**config.mk**
```make
export PLATFORM = sky130hd
export DESIGN_NAME = register_rw_flat
export DESIGN_NICKNAME = d
export VERILOG_FILES = /design/src/rtl/register_rw_if.sv /design/src/rtl/register_rw.sv /design/src/flat_wrapper.sv
export SDC_FILE = /design/constraint.sdc
export NUM_CORES = 1
export LEC_CHECK = 0
export ABC_AREA = 0
export BUFFER_PORTS_ARGS = -buffer_cell sky130_fd_sc_hd__buf_2
export CAP_MARGIN = 20
export CORE_ASPECT_RATIO = 1.75
export CORE_MARGIN = 2
export CORE_UTILIZATION = 25
export DETAILED_ROUTE_END_ITERATION = 16
export REMOVE_ABC_BUFFERS = 1
export SLEW_MARGIN = 0
export SYNTH_ARGS = -nofsm -noshare
export SYNTH_HDL_FRONTEND = slang
export SYNTH_SLANG_ARGS = --single-unit
```
**constraint.sdc**
```tcl
create_clock -name clk -period 1.1 [get_ports clk]
set_input_delay 0.11 -clock clk [delete_from_list [all_inputs] [get_ports clk]]
set_output_delay 0.11 -clock clk [all_outputs]
set_load 0.005 [all_outputs]
```
**src/rtl/register_rw_if.sv**
```systemverilog
// ---------------------------------------------------------------------------
// register_rw_if
//
// Purpose: bundles the data-side signals of the register_rw storage element
//          so that the register and whatever drives it share one port.
//
// Signals:
//    rw       1      1 = capture `write` on the next rising clock edge,
//                    0 = hold the current contents
//    write    WIDTH  data to be captured
//    read     WIDTH  current register contents (or forwarded write data
//                    when the write-through option is built in)
//    updated  1      one-cycle pulse after an edge that changed the value
//
// Modports:
//    master   drives rw/write, observes read/updated
//    slave    the register itself
// ---------------------------------------------------------------------------
interface register_rw_if #(
   parameter int WIDTH = 16
);
   logic             rw;
   logic [WIDTH-1:0] write;
   logic [WIDTH-1:0] read;
   logic             updated;

   modport master (
      output rw,
      output write,
      input  read,
      input  updated
   );

   modport slave (
      input  rw,
      input  write,
      output read,
      output updated
   );
endinterface

```
**src/rtl/register_rw.sv**
```systemverilog
// ---------------------------------------------------------------------------
// register_rw
//
// Purpose: single WIDTH-bit storage register with one read/write select.
//          Used as the basic cell of the register file and for standalone
//          processor state such as PC, IR and the accumulator.
//
// Parameters:
//    WIDTH        data width of write/read
//    RESET_VALUE  contents after reset
//
// Ports:
//    clk      input   rising-edge clock
//    rst_n    input   asynchronous active-low reset
//    bus      slave   register_rw_if: rw, write (in); read, updated (out)
//
// Build option:
//    REGISTER_RW_BYPASS_EN  when defined, `read` forwards `write`
//                           combinationally while rw=1 so the new value is
//                           visible in the same cycle it is written. While
//                           rst_n is low `read` still shows RESET_VALUE.
//                           When undefined, `read` is the stored value only.
// ---------------------------------------------------------------------------
module register_rw #(
   parameter int               WIDTH       = 16,
   parameter logic [WIDTH-1:0] RESET_VALUE = '0
) (
   input  logic          clk,
   input  logic          rst_n,
   register_rw_if.slave  bus
);

   logic [WIDTH-1:0] q;
   logic             updated_q;

   // The change test compares against the value held before this edge, so
   // rewriting the same data leaves `updated` low. An X on `write` is
   // captured as-is; nothing here masks it.
   always_ff @(posedge clk or negedge rst_n) begin
      if (!rst_n) begin
         q         <= RESET_VALUE;
         updated_q <= 1'b0;
      end else begin
         if (bus.rw) begin
            q <= bus.write;
         end
         updated_q <= bus.rw && (bus.write != q);
      end
   end

   assign bus.updated = updated_q;

`ifdef REGISTER_RW_BYPASS_EN
   // Reset has to override forwarding, otherwise a write pending during
   // reset would leak onto `read` while the flops are held cleared.
   assign bus.read = !rst_n ? RESET_VALUE
                   : (bus.rw ? bus.write : q);
`else
   assign bus.read = q;
`endif

endmodule

```
**src/flat_wrapper.sv**
```systemverilog
// flat-port wrapper written by rule: the top's interface ports become plain ports
module register_rw_flat 
#(
   parameter int               WIDTH       = 16,
   parameter logic [WIDTH-1:0] RESET_VALUE = '0
)
  (clk, rst_n, bus_rw, bus_write, bus_read, bus_updated);
  register_rw_if #(.WIDTH(WIDTH)) bus_i ();
  input  logic clk;
  input  logic rst_n;
  input wire logic [$bits(bus_i.rw)-1:0] bus_rw;
  input wire logic [$bits(bus_i.write)-1:0] bus_write;
  output wire logic [$bits(bus_i.read)-1:0] bus_read;
  output wire logic [$bits(bus_i.updated)-1:0] bus_updated;
  assign bus_i.rw = bus_rw;
  assign bus_i.write = bus_write;
  assign bus_read = bus_i.read;
  assign bus_updated = bus_i.updated;
  register_rw #(.WIDTH(WIDTH), .RESET_VALUE(RESET_VALUE)) u_core (.clk(clk), .rst_n(rst_n), .bus(bus_i));
endmodule
```
==> results of run 1 <==
## logic make-up after synthesis
group                  Yosys count
AO/OA/AOI/OAI                    1
XOR/XNOR                        16
buffers and inverters            2
flip-flops                      17
multiplexers                    16
AND/OR/NAND/NOR                  4
## cell type report
class	count	area [sq um]	area share, %
clock buffer	4	45.0	3.71
multi-input combinational	37	372	30.6
sequential	17	425	35.1
tap	43	53.8	4.43
timing repair buffer	52	318	26.2
## report_power, final
| part | internal (mW) | switching [mW] | leakage, nW | total, mW |
|---|---|---|---|---|
| logic | 0.255 | 0.142 | 0.334 | 0.397 |
| clock network | 0.257 | 0.201 | 0.0228 | 0.457 |
| registers | 0.687 | 0.0434 | 0.199 | 0.730 |
## stage by stage
step	power, mW	instance area (sq um)	TNS, ps	hold slack (ps)
final	1.58	1210	-114	116
after global placement	1.13	1150	-132	50.4
after global routing	1.70	1210	-205	114
after floorplan	0.901	790	-64.9	-186
after detailed placement	1.14	1150	-146	61.1
after CTS	1.62	1210	-133	111
## cells in the final DEF (no fill, tap or decap)
cell type | synthesis | layout
dlygate4sd3_1 | 0 | 1
clkbuf_8 | 0 | 3
xnor2_1 | 15 | 14
nand4_1 | 4 | 4
clkbuf_1 | 0 | 1
o41a_1 | 1 | 1
dfrtp_1 | 17 | 17
buf_12 | 0 | 1
buf_4 | 1 | 15
mux2_2 | 16 | 16
buf_2 | 1 | 35
xnor2_2 | 1 | 2
## timing repair
| action | 4_1_cts | 5_1_grt |
|---|---|---|
| pin swaps | 3 | 0 |
| hold buffers | 1 | 0 |
| resized for setup | 0 | 1 |
| setup endpoints to repair | 1 | 1 |
| hold endpoints to repair | 17 | 0 |
## path summary, 6_finish.rpt
check / startpoint / slack, ps / end / cells after the start
max in group asynchronous: rst_n / 500 / u_core.bus.read[12] / 2
max: u_core.bus.read[15] / -110 / u_core.bus.updated / 3
max reg2reg: u_core.bus.read[15] / -110 / u_core.bus.updated / 3
min reg2reg: u_core.bus.read[3] / 570 / u_core.bus.read[3] / 1
min: bus_write[2] / 120 / u_core.bus.read[2] / 2
min in group asynchronous: rst_n / 320 / u_core.bus.read[3] / 2
## sequential cells by signal, summed over array words and instances (netlist names)
signal              flops
u_core.bus.updated      1
u_core.bus.read        16
## per-layer routing
metal / global-route usage (%) / vias up / part of all wire (%)
met4: 6.39 / 0 / 1.6
met2: 19.0 / 17 / 59
li1: - / 303 / -
met5: 0 / - / 0
met3: 2.27 / 2 / 4.0
met1: 11.6 / 287 / 36
==> results.sh, run 1 <==
export IMPL_nNetsFinal=130
export IMPL_worst_path_max_delay_cell="o41a_1"
export IMPL_ys_types=8
export IMPL_yosysSeqAreaShare_pct=53.0
export IMPL_post_place_ws_ps=-146
export IMPL_initial_core_util_pct=25.8
export IMPL_synth_edf_count=0
export IMPL_fillers=322
export IMPL_hold_viol=0
export IMPL_syn_to_final_growth_pct=51.3
export IMPL_gp_congestion=0.714
export IMPL_final_util_pct=39.0
export IMPL_cts_sinks=17
export IMPL_synthTopCellsByCount="17 x dfrtp_1, 16 x mux2_2, 15 x xnor2_1"
export IMPL_cp_required_ps=1230
export IMPL_yosys_warnings=0
export IMPL_port_buffer_count=35
export IMPL_violations="setup timing"
export IMPL_rows=27
export IMPL_finalClockSkew_ps=1.78
export IMPL_start_kind="flip-flop"
export IMPL_grt_pass1_vias=684
export IMPL_clock_path_buffers=2
export IMPL_crit_fanout=2
export IMPL_endpoint_kind="flip-flop"
export IMPL_synth_adder_area_share_pct=0
export IMPL_path_delay_family="compound AO/OA/AOI/OAI gates"
export IMPL_synth_compound_area_share_pct=1.40
export IMPL_drt_first_pass_iters=3
export IMPL_path_buf_inv=0
export IMPL_grt_pass1_wl_mm=2.96
export IMPL_core_area_sq_mm=0.00311
export IMPL_die_w_um=46.8
export IMPL_cts_tree="yes"
export IMPL_hold_path_class="in -> reg"
export IMPL_outcome="finished with violations"
export IMPL_yosysMostFrequentCell="dfrtp_1"
export IMPL_max_cap_violations=0
export IMPL_critPathMaxStageDelay_ps=430
export IMPL_min_period_over_period_pct=110
export IMPL_numCtsBuffers=3
export IMPL_drt_iter0_drc=10
export IMPL_yosysTopAreaCellShare_pct=53.0
export IMPL_num_vias=609
export IMPL_stdcell_count=153
export IMPL_ioPinCount=36
export IMPL_max_freq_mhz=824
export IMPL_grt_start_max_net_pins=18
export IMPL_synth_area_leaders="dfrtp_1 53%, mux2_2 22%, xnor2_1 16%"
export IMPL_hpwl_mm=1.39
export IMPL_path_cells="xnor2_2 -> nand4_1 -> o41a_1"
export IMPL_htreeDepth=1
export IMPL_vias_per_cell=3.98
export IMPL_wl_per_cell_um=11.2
export IMPL_peakVddDrop_mv=0.849
export IMPL_fp_dieArea_sq_mm=0.00369
export IMPL_clk_latency_ps=250
export IMPL_setup_viol=1
export IMPL_avgSynthCellArea_sq_um=14.3
export IMPL_async_flop_share_pct=100
export IMPL_place_inst=148
export IMPL_gr_total_overflow=0
export IMPL_slew_viol_final=0
export IMPL_synth_largest_area_cell="dfrtp_1"
export IMPL_die_height_um=78.9
export IMPL_powerDensity_mw_per_mm2=1310
export IMPL_yosys_area_share_simple_pct=3.12
export IMPL_clk_pin_slew_worst_paths_ps=60
export IMPL_synthFlopType="dfrtp_1"
export IMPL_path_class="reg -> reg"
export IMPL_route_detailed_drc=0
export IMPL_tightest_slew_ps=386
export IMPL_timing_slew_headroom_pct=74.3
export IMPL_crit_arrival_ps=1340
export IMPL_netlist_instances=56
export IMPL_totalWireLength_mm=1.71
export IMPL_synth_top_family_by_area="multiplexers"
export IMPL_synth_seq_cells=17
export IMPL_cts_setup_buffers=0
export IMPL_cts_root_buf="clkbuf_8"
export IMPL_synth_area_sq_um=802
export IMPL_synthXorXnorAreaFrac_pct=18.4
export IMPL_synthMuxAreaShare_pct=22.5
export IMPL_antenna_found_initial=0
export IMPL_drtAntennaViolNets=0
export IMPL_setup_ws_ps=-114
export IMPL_drive_gt1_share_pct=65.5
export IMPL_fin_crit_ps=1210
export IMPL_track_usage_pct=11.1
export IMPL_leakage_nw=0.556
export IMPL_rsz0062_at_grt="true"
export IMPL_antenna_diode_count=0
Power figures use the tool's default switching activity.
==> run 2, diff against run 1 <==
--- a/config.mk
+++ b/config.mk
@@ -7,12 +7,13 @@
 export LEC_CHECK = 0
 export ABC_AREA = 0
 export BUFFER_PORTS_ARGS = -buffer_cell sky130_fd_sc_hd__buf_2
-export CAP_MARGIN = 20
+export CAP_MARGIN = 25
 export CORE_ASPECT_RATIO = 1.75
 export CORE_MARGIN = 2
 export CORE_UTILIZATION = 25
 export DETAILED_ROUTE_END_ITERATION = 16
 export REMOVE_ABC_BUFFERS = 1
+export SKIP_CTS_REPAIR_TIMING = 1
 export SLEW_MARGIN = 0
 export SYNTH_ARGS = -nofsm -noshare
 export SYNTH_HDL_FRONTEND = slang
==> run 2 against run 1 <==
Against the previous run: the run still ends with setup timing left; die area unchanged; clock-buffer cell count unchanged; critical endpoint unchanged; total power about the same; fmax about the same; critical path depth unchanged; register-to-register slack about the same.
==> results.sh, run 2 (same netlist as run 1, synthesis figures left out) <==
export IMPL_worst_hold_slack_ps=116
export IMPL_ioPinCount=36
export IMPL_port_buffer_count=35
export IMPL_violations="setup timing"
export IMPL_syn_to_final_growth_pct=51.3
export IMPL_htreeDepth=1
export IMPL_gp_congestion=0.714
export IMPL_clk_pin_slew_worst_paths_ps=60
export IMPL_wl_per_cell_um=11.2
export IMPL_min_period_over_period_pct=110
export IMPL_cts_sinks=17
export IMPL_cp_required_ps=1230
export IMPL_fp_dieArea_sq_mm=0.00369
export IMPL_initial_core_util_pct=25.8
export IMPL_max_cap_violations=0
export IMPL_grt_pass1_vias=683
export IMPL_core_area_sq_mm=0.00311
export IMPL_clk_latency_ps=250
export IMPL_cts_tree="yes"
export IMPL_start_kind="flip-flop"
export IMPL_outcome="finished with violations"
export IMPL_totalWireLength_mm=1.71
export IMPL_track_usage_pct=10.9
export IMPL_grt_start_max_net_pins=18
export IMPL_endpoint_kind="flip-flop"
export IMPL_pwr_share_clk_pct=28.9
export IMPL_p_sw_uw=386
export IMPL_setup_viol=1
export IMPL_drtAntennaViolNets=0
export IMPL_internal_power_mw=1.20
export IMPL_crit_fanout=2
export IMPL_largest_register_ffs=16
export IMPL_layout_commonest_cell="buf_2"
export IMPL_finalClockSkew_ps=1.80
export IMPL_final_area_sq_mm=0.00121
export IMPL_antenna_found_initial=0
export IMPL_final_cell_mix="35 x buf_2, 17 x dfrtp_1, 16 x mux2_2"
export IMPL_grt_pass1_wl_mm=2.89
export IMPL_numCtsBuffers=3
export IMPL_timing_slew_headroom_pct=74.3
export IMPL_num_vias=609
export IMPL_route_detailed_drc=0
export IMPL_die_w_um=46.8
export IMPL_clock_path_buffers=2
export IMPL_rows=27
export IMPL_peakVddDrop_mv=0.849
export IMPL_nNetsFinal=130
export IMPL_path_cells="xnor2_2 -> nand4_1 -> o41a_1"
export IMPL_hold_viol=0
export IMPL_drive_gt1_share_pct=65.5
export IMPL_combPwrFrac_pct=25.1
export IMPL_gr_total_overflow=0
export IMPL_fin_crit_ps=1210
export IMPL_drt_iter0_drc=10
export IMPL_hpwl_mm=1.39
export IMPL_path_class="reg -> reg"
export IMPL_cts_root_buf="clkbuf_8"
export IMPL_hold_path_class="in -> reg"
export IMPL_post_place_ws_ps=-146
export IMPL_setup_ws_ps=-114
export IMPL_max_freq_mhz=824
export IMPL_leakage_nw=0.556
export IMPL_drt_first_pass_iters=3
export IMPL_slew_viol_final=0
export IMPL_stdcell_count=153
export IMPL_antenna_diode_count=0
export IMPL_rsz0062_at_grt="true"
export IMPL_finalPower_mw=1.58
export IMPL_vias_per_cell=3.98
export IMPL_p_sw_share_pct=24.3
export IMPL_crit_arrival_ps=1340
export IMPL_die_height_um=78.9
export IMPL_tightest_slew_ps=386
export IMPL_worst_path_max_delay_cell="o41a_1"
export IMPL_power_frac_seq_pct=46.1
export IMPL_place_area_sq_mm=0.00115
export IMPL_powerDensity_mw_per_mm2=1310
export IMPL_critPathMaxStageDelay_ps=430
export IMPL_place_inst=148
-- run 2: worst max-delay path: cells and delay by family (launching register included) --
| kind | cells | cell delay, ps |
|---|---|---|
| AND/OR/NAND/NOR | 1 | 110 |
| XOR/XNOR | 1 | 150 |
| AO/OA/AOI/OAI | 1 | 430 |
| flip-flops | 1 | 400 |
-- run 2: cell type report --
cell class	count	area, sq um
Multi-Input combinational cell	37	372
Timing Repair Buffer	52	318
Fill cell	322	1890
Clock buffer	4	45.0
Sequential cell	17	425
Tap cell	43	53.8
-- run 2: power by group through the flow --
stage | sequential (mW) | clock [mW] | combinational [mW]
final | 0.730 | 0.457 | 0.397
after global routing | 0.735 | 0.525 | 0.442
after CTS | 0.729 | 0.481 | 0.402
after detailed placement | 0.741 | 0 | 0.401
after global placement | 0.738 | 0 | 0.394
after floorplan | 0.755 | 0 | 0.146
-- run 2: layer usage --
metal	vias up	share of wire [%]	track usage [%]
met5	-	0	0
met4	0	1.6	6.39
met3	2	4.0	2.27
met2	17	58	19.0
met1	287	36	10.9
li1	303	-	-
-- run 2: worst paths after layout --
| kind | from | slack (ps) | depth (start not counted) | end |
|---|---|---|---|---|
| worst max-delay path | u_core.bus.read[15] | -110 | 3 | u_core.bus.updated |
| worst min-delay path | bus_write[2] | 120 | 2 | u_core.bus.read[2] |
| worst max register to register | u_core.bus.read[15] | -110 | 3 | u_core.bus.updated |
| worst min register to register | u_core.bus.read[3] | 570 | 1 | u_core.bus.read[3] |
| max in group asynchronous | rst_n | 510 | 2 | u_core.bus.read[12] |
| min in group asynchronous | rst_n | 320 | 2 | u_core.bus.read[3] |
-- run 2: metrics by stage --
stage | setup TNS, ps | util, %
2_1_floorplan | -64.9 | -
3_3_place_gp | -132 | 37.0
3_5_place_dp | -146 | 37.0
4_1_cts | -150 | 38.5
5_1_grt | -205 | 39.0
6_report | -114 | 39.0
